**src/rtl/sudoku_pkg.sv**
```systemverilog
// sudoku_pkg: shared board geometry, solver state encoding and nibble access helpers
// for the sudoku solver controller.
package sudoku_pkg;
    localparam int NUM_CELLS = 81;
    localparam int CELL_W = 4;
    localparam int BOARD_W = 324;
    localparam logic [CELL_W-1:0] EMPTY = 4'd0;
    localparam logic [CELL_W-1:0] MAX_DIGIT = 4'd9;

    typedef enum logic [2:0] {IDLE, GCHK, SCAN, TRY, BACK, BCHK, OK, FAIL} state_t;

    function automatic logic [CELL_W-1:0] cell_get(input logic [BOARD_W-1:0] board, input logic [6:0] k);
        return board[{k, 2'b00} +: CELL_W];
    endfunction

    function automatic logic [BOARD_W-1:0] cell_set(input logic [BOARD_W-1:0] board, input logic [6:0] k,
                                                    input logic [CELL_W-1:0] v);
        logic [BOARD_W-1:0] b;
        b = board;
        b[{k, 2'b00} +: CELL_W] = v;
        return b;
    endfunction
endpackage

```
**src/rtl/sudoku_solver_fsm.sv**
```systemverilog
// sudoku_solver_fsm: validates the givens, then runs a cell-ordered backtracking search,
// querying an external combinational checker one candidate per cycle.
module sudoku_solver_fsm
    import sudoku_pkg::*;
#(
    parameter logic [31:0] MAX_CYCLES = 32'd10_000_000,
    parameter int CNT_W = 32
) (
    input  logic               clk,
    input  logic               rst,
    input  logic               start,
    input  logic [BOARD_W-1:0] board_in,
    output logic [BOARD_W-1:0] board_out,
    output logic               busy,
    output logic               done,
    output logic               solved,
    output logic               timeout,
    output logic [CNT_W-1:0]   cycles,
    output logic [CELL_W-1:0]  chk_num,
    output logic [6:0]         chk_cell,
    output logic [BOARD_W-1:0] chk_board,
    input  logic               chk_valid
);
    localparam logic [6:0] END_IDX = 7'(NUM_CELLS);
    localparam logic [CNT_W-1:0] LAST_CYCLE = CNT_W'(MAX_CYCLES - 32'd1);

    state_t state, state_n;
    logic [BOARD_W-1:0] board, board_n;
    logic [NUM_CELLS-1:0] given, given_n;
    logic [6:0] idx, idx_n;
    logic [CELL_W-1:0] cand, cand_n, cur;
    logic busy_n, done_n, solved_n, timeout_n;
    logic [CNT_W-1:0] cycles_n;

    assign cur = cell_get(board, idx);
    assign board_out = board;
    assign chk_board = board;

    always_ff @(posedge clk) begin
        if (rst) begin
            state <= IDLE;
            board <= '0;
            given <= '0;
            idx <= '0;
            cand <= '0;
            busy <= 1'b0;
            done <= 1'b0;
            solved <= 1'b0;
            timeout <= 1'b0;
            cycles <= '0;
        end else begin
            state <= state_n;
            board <= board_n;
            given <= given_n;
            idx <= idx_n;
            cand <= cand_n;
            busy <= busy_n;
            done <= done_n;
            solved <= solved_n;
            timeout <= timeout_n;
            cycles <= cycles_n;
        end
    end

    always_comb begin
        state_n = state;
        board_n = board;
        given_n = given;
        idx_n = idx;
        cand_n = cand;
        busy_n = busy;
        done_n = done;
        solved_n = solved;
        timeout_n = timeout;
        cycles_n = busy ? cycles + CNT_W'(1) : cycles;
        chk_num = EMPTY;
        chk_cell = '0;
        case (state)
            IDLE: if (start) begin
                board_n = board_in;
                for (int k = 0; k < NUM_CELLS; k++) given_n[k] = cell_get(board_in, 7'(k)) != EMPTY;
                idx_n = '0;
                cycles_n = '0;
                done_n = 1'b0;
                solved_n = 1'b0;
                timeout_n = 1'b0;
                busy_n = 1'b1;
                state_n = GCHK;
            end
            GCHK: if (idx == END_IDX) begin
                idx_n = '0;
                state_n = SCAN;
            end else if (!given[idx]) begin
                idx_n = idx + 7'd1;
            end else begin
                chk_num = cur;
                chk_cell = idx;
                state_n = chk_valid ? GCHK : FAIL;
                idx_n = chk_valid ? idx + 7'd1 : idx;
            end
            SCAN: if (idx == END_IDX) begin
                state_n = OK;
            end else if (given[idx]) begin
                idx_n = idx + 7'd1;
            end else begin
                cand_n = cur + 4'd1;
                state_n = TRY;
            end
            TRY: if (cand == MAX_DIGIT + 4'd1) begin
                board_n = cell_set(board, idx, EMPTY);
                state_n = BACK;
            end else begin
                chk_num = cand;
                chk_cell = idx;
                if (chk_valid) begin
                    board_n = cell_set(board, idx, cand);
                    idx_n = idx + 7'd1;
                    state_n = SCAN;
                end else begin
                    cand_n = cand + 4'd1;
                end
            end
            BACK: begin
                state_n = idx == '0 ? FAIL : BCHK;
                idx_n = idx == '0 ? idx : idx - 7'd1;
            end
            BCHK: if (given[idx]) begin
                state_n = BACK;
            end else begin
                cand_n = cur + 4'd1;
                state_n = TRY;
            end
            OK, FAIL: begin
                done_n = 1'b1;
                solved_n = state == OK;
                busy_n = 1'b0;
                state_n = IDLE;
            end
            default: state_n = IDLE;
        endcase
        // Budget exhaustion overrides the search step; the partial board and count are frozen.
        if (MAX_CYCLES != 0 && state inside {GCHK, SCAN, TRY, BACK, BCHK} && cycles == LAST_CYCLE) begin
            state_n = IDLE;
            board_n = board;
            done_n = 1'b1;
            timeout_n = 1'b1;
            solved_n = 1'b0;
            busy_n = 1'b0;
            cycles_n = cycles;
        end
    end
endmodule
```
**config.mk**
```make
export PLATFORM = sky130hd
export DESIGN_NAME = sudoku_solver_fsm
export DESIGN_NICKNAME = d
export VERILOG_FILES = /design/src/rtl/sudoku_pkg.sv /design/src/rtl/sudoku_solver_fsm.sv
export SDC_FILE = /design/constraint.sdc
export NUM_CORES = 1
export LEC_CHECK = 0
export CELL_PAD_IN_SITES_DETAIL_PLACEMENT = 0
export CELL_PAD_IN_SITES_GLOBAL_PLACEMENT = 2
export CORE_AREA = 2 2 397 399
export DETAILED_ROUTE_END_ITERATION = 7
export DIE_AREA = 0 0 399 401
export DONT_BUFFER_PORTS = 1
export PLACE_DENSITY = 0.53
export SLEW_MARGIN = 10
export SYNTH_ARGS = -nofsm -noshare
export SYNTH_HDL_FRONTEND = slang
export SYNTH_SLANG_ARGS = --single-unit
```
**constraint.sdc**
```tcl
create_clock -name clk -period 9.4 [get_ports clk]
set_input_delay 1.88 -clock clk [delete_from_list [all_inputs] [get_ports clk]]
set_output_delay 1.88 -clock clk [all_outputs]
set_load 0.05 [all_outputs]
```
==> run summary <==
Status = complete, but fails checks
Failing checks = slew limit
H-tree Lvls = 3
Register area share after synthesis = 0.325
Die Height = 401 um
Setup crit start = idx[1]
Tot GR Track Use = 0.253
Area Overhead vs Synth = 10.6%
CTS max path bufs = 3
RSZ-0062 raised after global routing = no
RR Endpoint = board_out[77]
Cell variety after synth = 97
Nets = 3,314
Placed Cells = 4,965
Net Sw Frac = 0.633
Syn_nets = 3,622
CTS Buf Count = 70
Mean Syn Cell Area = 8.53 um^2
Clk_lat worst skew = 0.68 ns
Post-route ant nets = 0
Worst vdd ir = 0.263 mV
DRC = 0
Commonest cells after routing, fill and taps aside = dfxtp_1 (446), nor2_1 (413), nand2_1 (296), a211oi_1 (194), a21oi_1 (169)
Crit Path Category = reg -> out
Part of the cycle the worst path needs = 0.770
Routed length per instance = 41.2 um
Synth Register Bits = 455
Final cell count without fillers = 5,099
Setup tns final = 0 ns
Highest Clock Rate = 138 MHz
Syn Inst Count = 3,287
Critical Path Source Type = flip-flop
Initial core utilization = 0.180
Synthesized area = 28,100 um^2
Most common cell after layout, fill and taps aside = dfxtp_1
Leakage Power = 10.5 nW
Slew @ Worst Pin = 3.16 ns
Largest net degree at the start of global routing = 414
Clock skew = 0.0207 ns
Fraction of layout cells with a size suffix above 1 = 0.165
Top Ports = 1,023
Fin Hold WS = 0.451 ns
Final WL = 210,000 um
Ys flop type = dfxtp_1
First-pass GRT wire length = 270,000 um
Power per Cell Area = 556 nW/um^2
Via count = 26,900
Yosys warns = 0
Chip Width = 399 um
Clk pin slew, worst setup/hold paths = 0.06 ns
Final Max Tran Viols = 256
WP data arrival = 5.36 ns
Post-synth EDFFs = 0
Hold-fix buffers, CTS = 0
Pwr Total = 17.2 mW
Req. time, crit path = 7.52 ns
Tmin final = 7.24 ns
Vias per cell = 5.27
Gp weighted congestion = 0.912
Clk pwr share = 0.161
P_sw = 10.9 mW
Placed wire-length estimate = 160,000 um
Crit path max fanout = 46
Post-CTS Setup Repair Bufs = 0
TritonCTS clock tree = yes
R2R depth = 9
Hold Vio Cnt, Final = 0
DRT iter0 DRCs = 2,446
Row cnt = 145
Ys async rst share = 0
Clk root buf = clkbuf_16
Register share of total power = 0.449
Internal = 6.32 mW
Setup violations, final = 0
Number of global-route vias before repair = 25,600
Core area = 156,000 um^2
Initial antenna violation count = 14
Top cells by area, synth = dfxtp_1 (32%), buf_4 (9.1%), mux4_2 (6.9%)
Worst Hold Class = reg -> reg
R2R setup slack = 3.49 ns
Comb power frac = 0.390
Worst Setup End Kind = output port
Critical Path End = chk_num[2]
CTS sink count = 455
Yosys top cell area share = 0.325
Reg-to-Reg Start = idx[0]
Area leader, netlist = dfxtp_1
Detailed Routing Iterations Pass 1 = 7
Die Area = 160,000 um^2
Fin util = 0.199
PortBufs = 0
Rel. slew slack = -1.11
Max Cap Violations = 0
Total congestion overflow = 0
Post-cts gate resize count = 0
worst max-delay path: stages, from the launching register on:
cell,delay (ns)
dfxtp_4,0.93
buf_4,0.56
mux4_2,0.41
mux2i_1,0.16
o2111ai_1,0.21
or4b_4,0.58
o22ai_4,0.44
nand2b_1,0.73
o31ai_2,0.33
buf_4,0.28
flip-flops by register name (all words and copies together), names as in the netlist:
signal	cells
solved	1
idx	7
done	1
cycles	32
board_out	324
given	81
cand	4
state	3
timeout	1
busy	1
area by class of cell:
type                       instances  area, um^2
multi-input combinational       2230       15500
timing repair buffer             164        1250
tap                             2058        2570
clock inverter                    27         268
clock buffer                      98        2090
antenna                            9        22.5
fill                           17400      125000
sequential                       455        9130
inverter                          58         218
metrics by stage:
| step | cell area [um^2] | worst slack, ns |
|---|---|---|
| 2_1_floorplan | 28100 | 4.10 |
| 3_3_place_gp | 28700 | 2.90 |
| 3_5_place_dp | 28700 | 2.81 |
| 4_1_cts | 31000 | 2.04 |
| 5_1_grt | 31000 | 1.94 |
| 6_report | 31000 | 2.16 |
cells in the mapped netlist (5+ instances only):
library cell  number
o22ai_1           22
a32oi_1           33
a221oi_1          89
a22oi_1          122
nor2_2            15
buf_6             16
xor2_1            21
nor3_1            60
mux4_2            86
nand2_1          297
nor4_1            11
o21ai_0          105
nand3_1           55
a21oi_1          173
buf_4            340
inv_1             54
buf_2             34
mux2i_1          111
and3_1             8
dfxtp_1          455
a21oi_2            7
buf_1              5
a211oi_1         194
and2_1            14
nand2b_1           6
a21oi_4           13
a31oi_1            9
xnor2_1           20
nor2_1           430
clkbuf_1         148
or3_1             10
nand4_1            8
o21ai_1           11
a32o_1            18
mux2_2             9
ha_1               7
nor2_4            12
o41ai_1           81
a22o_1            20
nor2b_1           50
worst min-delay path by stage:
stage,start,end,slack [ns],depth (start not counted)
6_report,given[24],given[24],0.45,2
5_1_grt,given[0],given[0],0.46,2
4_1_cts,given[24],given[24],0.45,2
3_5_place_dp,given[24],given[24],0.44,2
3_3_place_gp,given[6],given[6],0.44,2
2_1_floorplan,given[26],given[26],0.43,2
power groups by stage:
stage	Combinational [mW]	Clock (mW)	Sequential (mW)
after floorplan	6.75	0	5.70
after global placement	6.73	0	7.78
after detailed placement	6.74	0	7.76
after CTS	6.77	2.85	7.74
after global routing	7.11	2.92	7.83
final	6.72	2.78	7.74
kinds of logic after synthesis:
kind of cell | synth area share
xor+xnor | 0.0134
compound gates | 0.247
fa+ha+maj | 0.00312
buf+inv | 0.132
flops | 0.325
mux | 0.114
simple gates | 0.166
layer usage:
metal	share of wire	GRT usage	wire (um)
met5	0.00010	0	21
met4	0.052	0.125	10900
met3	0.086	0.0803	18100
met2	0.46	0.406	97500
met1	0.40	0.303	83700
(Power assumes the default switching activity.)
